File: src/rtl/prefix_add_seq_pkg.sv
// -----------------------------------------------------------------------------
// prefix_add_seq_pkg
//
// Shared definitions for the multi-precision add/subtract sequencer.
//   ADD_W   : width of the prefix adder datapath (one word per beat)
//   state_t : sequencer state, ST_IDLE between transactions, ST_BUSY inside one
// -----------------------------------------------------------------------------
package prefix_add_seq_pkg;

  localparam int ADD_W = 30;

  typedef enum logic {
    ST_IDLE = 1'b0,
    ST_BUSY = 1'b1
  } state_t;

endpackage

File: src/rtl/prefix_add_seq_adder.sv
// -----------------------------------------------------------------------------
// adder
//
// 30-bit Knowles parallel-prefix adder in its minimum-fanout form (every level
// combines with the node one span to the right), giving log2(W) prefix levels.
//
// Ports:
//   a, b  in  ADD_W : operands
//   cin   in  1     : carry into bit 0
//   sum   out ADD_W : a + b + cin, low ADD_W bits
//   cout  out 1     : carry out of the most significant bit
// -----------------------------------------------------------------------------
module adder
  import prefix_add_seq_pkg::*;
(
  input  logic [ADD_W-1:0] a,
  input  logic [ADD_W-1:0] b,
  input  logic             cin,
  output logic [ADD_W-1:0] sum,
  output logic             cout
);

  localparam int LVLS = $clog2(ADD_W);

  logic [ADD_W-1:0] prop;
  logic [ADD_W-1:0] gg;
  logic [ADD_W-1:0] pp;
  logic [ADD_W-1:0] gn;
  logic [ADD_W-1:0] pn;

  assign prop = a ^ b;

  // Prefix tree. The carry-in is folded into bit 0's generate so that after the
  // last level gg[i] is the carry out of bit i including cin. Each level works
  // on the previous level's vectors only, so the loop describes pure wiring.
  always_comb begin
    gg = a & b;
    pp = prop;
    gn = '0;
    pn = '0;
    gg[0] = gg[0] | (pp[0] & cin);
    for (int l = 0; l < LVLS; l++) begin
      gn = gg;
      pn = pp;
      for (int i = 0; i < ADD_W; i++) begin
        if (i >= (1 << l)) begin
          gn[i] = gg[i] | (pp[i] & gg[i - (1 << l)]);
          pn[i] = pp[i] & pp[i - (1 << l)];
        end
      end
      gg = gn;
      pp = pn;
    end
  end

  // Carry into bit i is the group generate of bits i-1..0 (cin for bit 0).
  assign sum  = prop ^ {gg[ADD_W-2:0], cin};
  assign cout = gg[ADD_W-1];

endmodule

File: src/rtl/prefix_add_seq.sv
// -----------------------------------------------------------------------------
// prefix_add_seq
//
// Multi-precision add/subtract sequencer. Operands stream in one W-bit word per
// beat, least-significant word first; each word goes through a single prefix
// adder and the inter-word carry is held in carry_r. Results leave through a
// single registered valid/ready stage (no skid buffer).
//
// Ports:
//   clk, rst            : clock, synchronous active-high reset
//   in_valid / in_ready : input beat handshake
//   in_a, in_b          : operand words
//   in_first, in_last   : transaction framing
//   in_sub              : 1 = A-B, sampled on the starting beat only
//   out_valid/out_ready : result beat handshake
//   out_sum, out_cout   : result word and carry out (on subtract 1 = no borrow)
//   out_last, out_idx   : framing copy and word index within the transaction
//   out_ovf             : signed overflow, only on the last word
//   out_err             : beat carried in_first while a transaction was open
// -----------------------------------------------------------------------------
module prefix_add_seq
  import prefix_add_seq_pkg::*;
#(
  parameter int W    = 30,
  parameter int IDXW = 8
) (
  input  logic            clk,
  input  logic            rst,
  input  logic            in_valid,
  output logic            in_ready,
  input  logic [W-1:0]    in_a,
  input  logic [W-1:0]    in_b,
  input  logic            in_first,
  input  logic            in_last,
  input  logic            in_sub,
  output logic            out_valid,
  input  logic            out_ready,
  output logic [W-1:0]    out_sum,
  output logic            out_last,
  output logic [IDXW-1:0] out_idx,
  output logic            out_cout,
  output logic            out_ovf,
  output logic            out_err
);

  generate
    if (W != ADD_W) begin : g_width_check
      $error("prefix_add_seq: W must equal the adder width ADD_W");
    end
  endgenerate

  state_t          state_q;
  state_t          state_d;
  logic            sub_r;
  logic            carry_r;
  logic [IDXW-1:0] idx_r;

  logic            acc;
  logic            start;
  logic            abort;
  logic            sub_eff;
  logic            cin;
  logic [IDXW-1:0] idx_cur;
  logic [W-1:0]    b_eff;
  logic [W-1:0]    sum;
  logic            cout;
  logic            c_msb;

  // The stage can take a new beat whenever its output register is empty or is
  // being drained this same cycle.
  assign in_ready = !rst && (!out_valid || out_ready);
  assign acc      = in_valid && in_ready;

  // Beat classification and next-state. A beat starts a fresh transaction when
  // nothing is open or when it is explicitly marked first; a first beat that
  // arrives while a transaction is open is flagged but otherwise restarts.
  always_comb begin
    state_d = state_q;
    start   = (state_q == ST_IDLE) || in_first;
    abort   = (state_q == ST_BUSY) && in_first;
    sub_eff = start ? in_sub : sub_r;
    cin     = start ? in_sub : carry_r;
    idx_cur = start ? '0 : idx_r;
    if (acc) begin
      state_d = in_last ? ST_IDLE : ST_BUSY;
    end
  end

  always_ff @(posedge clk) begin
    if (rst) begin
      state_q <= ST_IDLE;
    end else begin
      state_q <= state_d;
    end
  end

  // Subtraction is A + ~B + 1: the +1 comes in as the carry of the first word.
  assign b_eff = in_b ^ {W{sub_eff}};

  adder u_adder (
    .a    (in_a),
    .b    (b_eff),
    .cin  (cin),
    .sum  (sum),
    .cout (cout)
  );

  // Carry into the sign bit; signed overflow is when it disagrees with cout.
  assign c_msb = in_a[W-1] ^ b_eff[W-1] ^ sum[W-1];

  // Output register and per-transaction context. Everything only moves on an
  // accepted beat, so back-pressure freezes the whole block. A pop without a
  // new beat just empties the stage; the data is left as is.
  always_ff @(posedge clk) begin
    if (rst) begin
      out_valid <= 1'b0;
      out_sum   <= '0;
      out_last  <= 1'b0;
      out_idx   <= '0;
      out_cout  <= 1'b0;
      out_ovf   <= 1'b0;
      out_err   <= 1'b0;
      carry_r   <= 1'b0;
      sub_r     <= 1'b0;
      idx_r     <= '0;
    end else if (acc) begin
      out_valid <= 1'b1;
      out_sum   <= sum;
      out_last  <= in_last;
      out_idx   <= idx_cur;
      out_cout  <= cout;
      out_ovf   <= in_last & (c_msb ^ cout);
      out_err   <= abort;
      carry_r   <= cout;
      sub_r     <= sub_eff;
      idx_r     <= idx_cur + IDXW'(1);
    end else if (out_ready) begin
      out_valid <= 1'b0;
    end
  end

endmodule
File: config.mk
export PLATFORM = sky130hd
export DESIGN_NAME = prefix_add_seq
export DESIGN_NICKNAME = d
export VERILOG_FILES = /design/src/rtl/prefix_add_seq_pkg.sv /design/src/rtl/prefix_add_seq_adder.sv /design/src/rtl/prefix_add_seq.sv
export SDC_FILE = /design/constraint.sdc
export NUM_CORES = 1
export LEC_CHECK = 0
export CAP_MARGIN = 20
export CORE_MARGIN = 1
export CORE_UTILIZATION = 50
export CTS_BUF_LIST = sky130_fd_sc_hd__clkbuf_8
export CTS_CLUSTER_SIZE = 16
export DETAILED_ROUTE_END_ITERATION = 10
export GPL_TIMING_DRIVEN = 0
export PLACE_DENSITY_LB_ADDON = 0.1
export SETUP_SLACK_MARGIN = 0.2
export SLEW_MARGIN = 0
export SYNTH_ARGS = -nofsm -noshare
export SYNTH_HDL_FRONTEND = slang
export SYNTH_SLANG_ARGS = --single-unit
File: constraint.sdc
create_clock -name clk -period 4.2 [get_ports clk]
set_clock_uncertainty 0.15 [all_clocks]
set_input_delay 0.42 -clock clk [delete_from_list [all_inputs] [get_ports clk]]
set_output_delay 0.42 -clock clk [all_outputs]
set_load 0.05 [all_outputs]
# After elaboration in Yosys (flattened, before gate mapping)

Cells that the tools add are included.

Order comparisons: 0
Mux-type cells: 6
Divide/modulo/power cells: 0
Shift operators: 0
Reductions and logical operators: 8
Equality and inequality tests: 0
Bitwise gates (word level): 339
Add/sub/neg operators: 1
Multipliers: 0

Operators by type and width:

| cell                | number |
|---|---|
| $and 1x1->1         | 211 |
| $or 1x1->1          | 120 |
| $xor 30x30->30      | 3 |
| $and 30x30->30      | 1 |
| $add 8x1->8 const B | 1 |
| $mux 8              | 1 |
| $mux 1              | 5 |
| $logic_and 1x1->1   | 3 |
| $xor 1x1->1         | 3 |
| $logic_not 1->1     | 2 |
| $logic_or 1x1->1    | 2 |
| $reduce_bool 2->1   | 1 |
| $not 1->1           | 1 |

ROM bits: 0
Memories kept: 0
Register bits after elaboration: 53
Bits of input ports: 67
RAM bits: 0
Latch bits: 0
Output and inout port bits: 44
Logic and storage cells: 364

# Logic depth before layout (Yosys ltp)

Depth after elaboration: 19
Depth in mapped cells: 16
Mapped depth without buffers: 15

# By module

A second synthesis with hierarchy kept.

Cells, all modules: 537
Area, all modules: 4,217.8 um2

By module, submodules not included:

| module         | cells an instance | sequential area each (um2) | times used | area an instance (um2) |
|---|---|---|---|---|
| prefix_add_seq | 292               | 1,061.0                    | 1          | 2,437.3 |
| adder          | 245               | 0.0                        | 1          | 1,780.5 |

# Least setup slack after synthesis

OpenSTA, ideal clock, no wires.

Kind: in2reg
Start: in in_first
End: reg out_sum[24]
Data required time: 3.925 ns
Buffers on the path: 1
Setup slack: 0.307 ns
Stages: 16
Data arrival time: 3.617 ns
Library setup time: 0.125 ns
Cells stage by stage: nand2b_1 -> nand2_1 -> a21boi_1 -> clkbuf_1 -> xnor2_1 -> fa_1 -> inv_1 -> fa_1 -> nor2b_1 -> o31a_1 -> o22a_1 -> a211o_1 -> o32ai_4 -> o221ai_2 -> xnor2_1 -> o21ai_1

Cells in the longest elaborated chain, start to end: 15
Elaborated cells between the ends (all ways): 74
Those cells by class: 2 x mux; 71 x bitwise; 1 x reduce/logical

Ends and longest elaborated chain:

| element              | line                       | text |
|---|---|---|
| from (decl)          | prefix_add_seq.sv:33       | `input logic in_first,` |
| $logic_or 1x1->1 (*) | prefix_add_seq.sv:79       | `start = (state_q == ST_IDLE) \|\| in_first;` |
| $mux 1               | prefix_add_seq.sv:81       | `sub_eff = start ? in_sub : sub_r;` |
| $xor 30x30->30       | prefix_add_seq.sv:98       | `assign b_eff = in_b ^ {W{sub_eff}};` |
| $xor 30x30->30       | prefix_add_seq_adder.sv:31 | `assign prop = a ^ b;` |
| $and 1x1->1          | prefix_add_seq_adder.sv:41 | `gg[0] = gg[0] \| (pp[0] & cin);` |
| $or 1x1->1           | prefix_add_seq_adder.sv:41 |  |
| $and 1x1->1          | prefix_add_seq_adder.sv:47 | `gn[i] = gg[i] \| (pp[i] & gg[i - (1 << l)]);` |
| $or 1x1->1           | prefix_add_seq_adder.sv:47 |  |
| $and 1x1->1          | prefix_add_seq_adder.sv:47 |  |
| $or 1x1->1           | prefix_add_seq_adder.sv:47 |  |
| $and 1x1->1          | prefix_add_seq_adder.sv:47 |  |
| $or 1x1->1           | prefix_add_seq_adder.sv:47 |  |
| $and 1x1->1          | prefix_add_seq_adder.sv:47 |  |
| $or 1x1->1           | prefix_add_seq_adder.sv:47 |  |
| $xor 30x30->30 (*)   | prefix_add_seq_adder.sv:57 | `assign sum = prop ^ {gg[ADD_W-2:0], cin};` |
| to (signal assigned) | prefix_add_seq.sv:128      | `out_sum <= sum;` |
| to (decl)            | prefix_add_seq.sv:38       | `output logic [W-1:0] out_sum,` |

Every way passes the cells marked *; elsewhere a longest branch is shown, timed or not.
A chain may end at the register's enable or synchronous reset.

# Worst setup path after layout

Start: reg state_q
End: reg out_sum[24]

Cells in the longest elaborated chain, start to end: 16
Elaborated cells between the ends (all ways): 75
Those cells by class: 2 x mux; 72 x bitwise; 1 x reduce/logical

Ends and longest elaborated chain:

| element                | line                       | text |
|---|---|---|
| from (decl)            | prefix_add_seq.sv:52       | `state_t state_q;` |
| from (signal assigned) | prefix_add_seq.sv:93       | `state_q <= state_d;` |
| $not 1->1 (*)          | prefix_add_seq.sv:79       |  |
| $logic_or 1x1->1 (*)   | prefix_add_seq.sv:79       |  |
| $mux 1                 | prefix_add_seq.sv:81       |  |
| $xor 30x30->30         | prefix_add_seq.sv:98       |  |
| $xor 30x30->30         | prefix_add_seq_adder.sv:31 |  |
| $and 1x1->1            | prefix_add_seq_adder.sv:41 |  |
| $or 1x1->1             | prefix_add_seq_adder.sv:41 |  |
| $and 1x1->1            | prefix_add_seq_adder.sv:47 |  |
| $or 1x1->1             | prefix_add_seq_adder.sv:47 |  |
| $and 1x1->1            | prefix_add_seq_adder.sv:47 |  |
| $or 1x1->1             | prefix_add_seq_adder.sv:47 |  |
| $and 1x1->1            | prefix_add_seq_adder.sv:47 |  |
| $or 1x1->1             | prefix_add_seq_adder.sv:47 |  |
| $and 1x1->1            | prefix_add_seq_adder.sv:47 |  |
| $or 1x1->1             | prefix_add_seq_adder.sv:47 |  |
| $xor 30x30->30 (*)     | prefix_add_seq_adder.sv:57 |  |

Marked as above.

==> results.py <==
metrics = {
    "clocking": {
        "root_buffer": "clkbuf_8",
        "clk_pin_slew_ns": 0.11,
        "cts_buffer_depth": 2,
        "cts.sinks": 53,
        "clk_latency_ns": 0.31,
        "cts_buffers": 5,
        "htree_levels": 2,
        "cts_tree": "done",
    },
    "yosys": {
        "synth_edf_count": 0,
        "ys_types": 53,
        "yosys_warnings": 0,
        "synthAdderAreaFrac_pct": 10.6,
        "syn_inst": 487,
        "synthSimpleGateAreaFrac_pct": 22.2,
        "synth.avg_cell_area_um2": 8.07,
        "yosysTopAreaCell": "dfxtp_1",
        "ys_top_cells_by_area": "dfxtp_1 27%, ha_1 9.5%, xnor2_1 9.4%",
        "ys_ff_latch": 53,
        "syn_nets": 586,
        "synth-xor-area-share_pct": 13.1,
        "synth_top_family_by_area": "compound AO/OA/AOI/OAI gates",
        "synth_mux_area_share_pct": 0,
        "yosysSeqAreaShare_pct": 27.0,
        "synthFlopType": "dfxtp_1",
        "synthArstFlopShare_pct": 0,
        "yosysTopAreaCellShare_pct": 27.0,
        "synth_compound_area_share_pct": 23.7,
        "syn_area_um2": 3930,
    },
    "timing": {
        "relSlewSlack_pct": 64.6,
        "worst_pin_slew_ns": 0.529,
        "rsz0062_at_grt": "false",
        "slew_viol_final": 0,
        "fin_crit_ns": 3.79,
        "final-setup-viol-count": 0,
        "hold_viol_final": 0,
        "fmax_ghz": 0.264,
        "period_share_pct": 90.1,
    },
    "route": {
        "drc": 0,
        "initialDrtViolationCount": 173,
        "dr.pass1.iters": 5,
        "vias": 4025,
        "routed_via_density": 5.70,
        "ant_nets": 0,
        "routedWlPerCell_um": 15.3,
        "routed_wl_um": 10800,
    },
    "die": {
        "fp.coreArea_um2": 7410,
        "die_area_um2": 8220,
        "die_w_um": 90.7,
        "start_util_pct": 53.1,
        "io_pins": 111,
        "die_y_um": 90.7,
        "rows": 31,
    },
    "global_routing": {
        "track_usage_pct": 26.2,
        "globalRouteOverflowTotal": 0,
        "antenna_found_initial": 0,
        "grt_first_pass_wirelength_um": 17800,
        "grt_max_degree": 19,
        "grt_pass1_vias": 3751,
    },
    "critical_path": {
        "cp.required_ns": 4.24,
        "r2r_start": "state_q$_SDFFE_PP0P_",
        "reg2reg_slack_ns": 0.41,
        "startpoint_type": "register",
        "crit_start": "state_q$_SDFFE_PP0P_",
        "arrival_ns": 3.82,
        "critical_path_class": "register to register",
        "end_kind": "register",
        "cp_max_fo": 7,
    },
    "placed_design": {
        "place.gp.congestion": 0.961,
        "port_buffers": 109,
        "placed_cell_area_um2": 5150,
        "dp_hpwl_um": 8420,
    },
    "cells_and_area": {
        "area_delta_synth_final_pct": 36.3,
        "n_antenna_cell": 0,
        "fin_area_um2": 5360,
        "fin_util_pct": 72.3,
        "num-nets-final": 705,
        "drive_gt1_share_pct": 5.60,
    },
    "pwr": {
        "ir_worst_vdd_mv": 0.176,
        "netSwitchingFraction_pct": 42.2,
        "p_switching_mw": 0.783,
        "p_seq_share_pct": 31.8,
        "p_clk_share_pct": 16.4,
        "internal-power_mw": 1.07,
        "power_density_nw_per_um2": 347,
        "p_leak_nw": 2.04,
        "combPwrFrac_pct": 51.8,
    },
    "min_path": {
        "hp-class": "primary input to register",
        "hp-start": "in_first",
    },
    "outcome": {
        "status": "finished, final reports clean",
    },
    "run": {
        "maxCapViolations": 0,
    },
}
==> repair_timing <==
item / 4_1_cts / 5_1_grt
buffers inserted: 1 / 2
gates resized for setup: 9 / 18
endpoints found under the setup margin: 20 / 13
pin swaps: 1 / 7
cloned: 0 / 0
hold buffers: 0 / 0
hold endpoints to repair: 0 / 0
==> area by class of cell <==
type / instances / area (um2)
plain buffers: 28 / 130
clock buffers: 5 / 68.8
clock inverters: 3 / 25.0
fillers: 593 / 2050
inverters: 7 / 26.3
multi-input cells: 399 / 2790
flip-flops and latches: 53 / 1060
well taps: 99 / 124
repair buffers: 112 / 1130
==> placed cells by master, fill, tap and decap left out, drive strengths merged, types with 3 or more instances in the layout <==
| cell | instances |
|---|---|
| o211ai | 3 |
| clkbuf | 31 |
| a31oi | 6 |
| o21ai | 51 |
| nor2b | 7 |
| and3 | 6 |
| inv | 8 |
| ha | 30 |
| nand3b | 36 |
| and2 | 8 |
| a21boi | 3 |
| nand3 | 11 |
| clkdlybuf4s50 | 108 |
| a21oi | 41 |
| xor2 | 17 |
| a21o | 10 |
| dfxtp | 53 |
| buf | 5 |
| o21a | 8 |
| o31ai | 3 |
| xnor2 | 42 |
| nor3 | 7 |
| a211oi | 5 |
| nand4 | 5 |
| nand2 | 48 |
| nor2 | 19 |
==> per-stage QoR <==
step / setup slack, ns / hold slack, ns / std cells / setup TNS [ns] / power, mW
6_report: 0.414 / 0.305 / 706 / 0 / 1.86
5_1_grt: 0.201 / 0.316 / 706 / 0 / 1.96
4_1_cts: 0.202 / 0.311 / 704 / 0 / 1.84
3_5_place_dp: -0.774 / 0.296 / 695 / -9.48 / 1.52
3_3_place_gp: -0.795 / 0.289 / 695 / -8.99 / 1.51
2_1_floorplan: 0.307 / 0.288 / 487 / 0 / 1.24
==> power by group through the flow <==
stage / combinational, mW / sequential (mW) / clock [mW]
floorplan: 0.463 / 0.775 / 0
global placement: 0.910 / 0.601 / 0
detailed placement: 0.923 / 0.601 / 0
CTS: 0.935 / 0.590 / 0.311
global route: 1.03 / 0.597 / 0.334
finish: 0.961 / 0.591 / 0.305
==> layer usage <==
layer,up-vias,global-route usage [%],wire [um]
met5,-,0,0
li1,1992,-,-
met1,1852,35.9,4960
met4,0,7.26,191
met3,18,2.44,572
met2,163,43.6,5060
==> worst max-delay path, stage by stage, from the launching register on <==
cell and delay, ns:
dfxtp_1 0.44, nor2b_1 0.16, clkbuf_2 0.20, a21boi_4 0.09, clkbuf_8 0.15, xnor2_1 0.13, fa_2 0.36, inv_1 0.09
fa_2 0.22, nor2b_1 0.06, o31a_1 0.27, o22a_1 0.23, a211o_1 0.37, o32ai_4 0.35, o221ai_2 0.14, xnor2_1 0.20
o21ai_1 0.07
==> flip-flops by register name, indices dropped and copies added (netlist names) <==
name,flops
sub_r,1
out_valid,1
out_idx,8
carry_r,1
out_err,1
out_last,1
out_sum,30
idx_r,8
state_q,1
out_ovf,1
==> worst paths after layout <==
| check | cells past startpoint | to |
|---|---|---|
| setup / recovery | 16 | out_sum[24]$_SDFFE_PP0P_ |
| hold / removal | 3 | out_err$_SDFFE_PP0P_ |
| setup reg to reg | 16 | out_sum[24]$_SDFFE_PP0P_ |
| hold reg to reg | 2 | out_idx[6]$_SDFFE_PP0P_ |
==> synth_stat cells (2+ instances only) <==
master	n
a211o_1	2
a211oi_1	4
a21boi_0	2
a21o_1	10
a21oi_1	41
a31oi_1	6
a41oi_1	2
and2_1	8
and3_1	6
and4_1	2
clkbuf_1	28
dfxtp_1	53
fa_1	2
ha_1	30
inv_1	7
nand2_1	48
nand2b_1	2
nand3_1	11
nand3b_1	36
nand4_1	5
nor2_1	19
nor2b_1	7
nor3_1	6
nor3b_1	2
o211ai_1	3
o21a_1	8
o21ai_0	41
o21ai_1	10
o31ai_1	2
or2_2	2
or3_1	2
or4_1	2
xnor2_1	42
xor2_1	17
==> logic make-up (layout without fill, tap and decap cells) <==
| logic type | count (synthesis) | after routing |
|---|---|---|
| buffers and inverters | 35 | 155 |
| adders and majority gates | 32 | 32 |
| xor gates and xnor gates | 59 | 59 |
| and+or+nand+nor | 160 | 160 |
| AOI/OAI and AO/OA | 148 | 148 |
| DFF | 53 | 53 |
No activity file was read; power rests on OpenSTA's default activity.
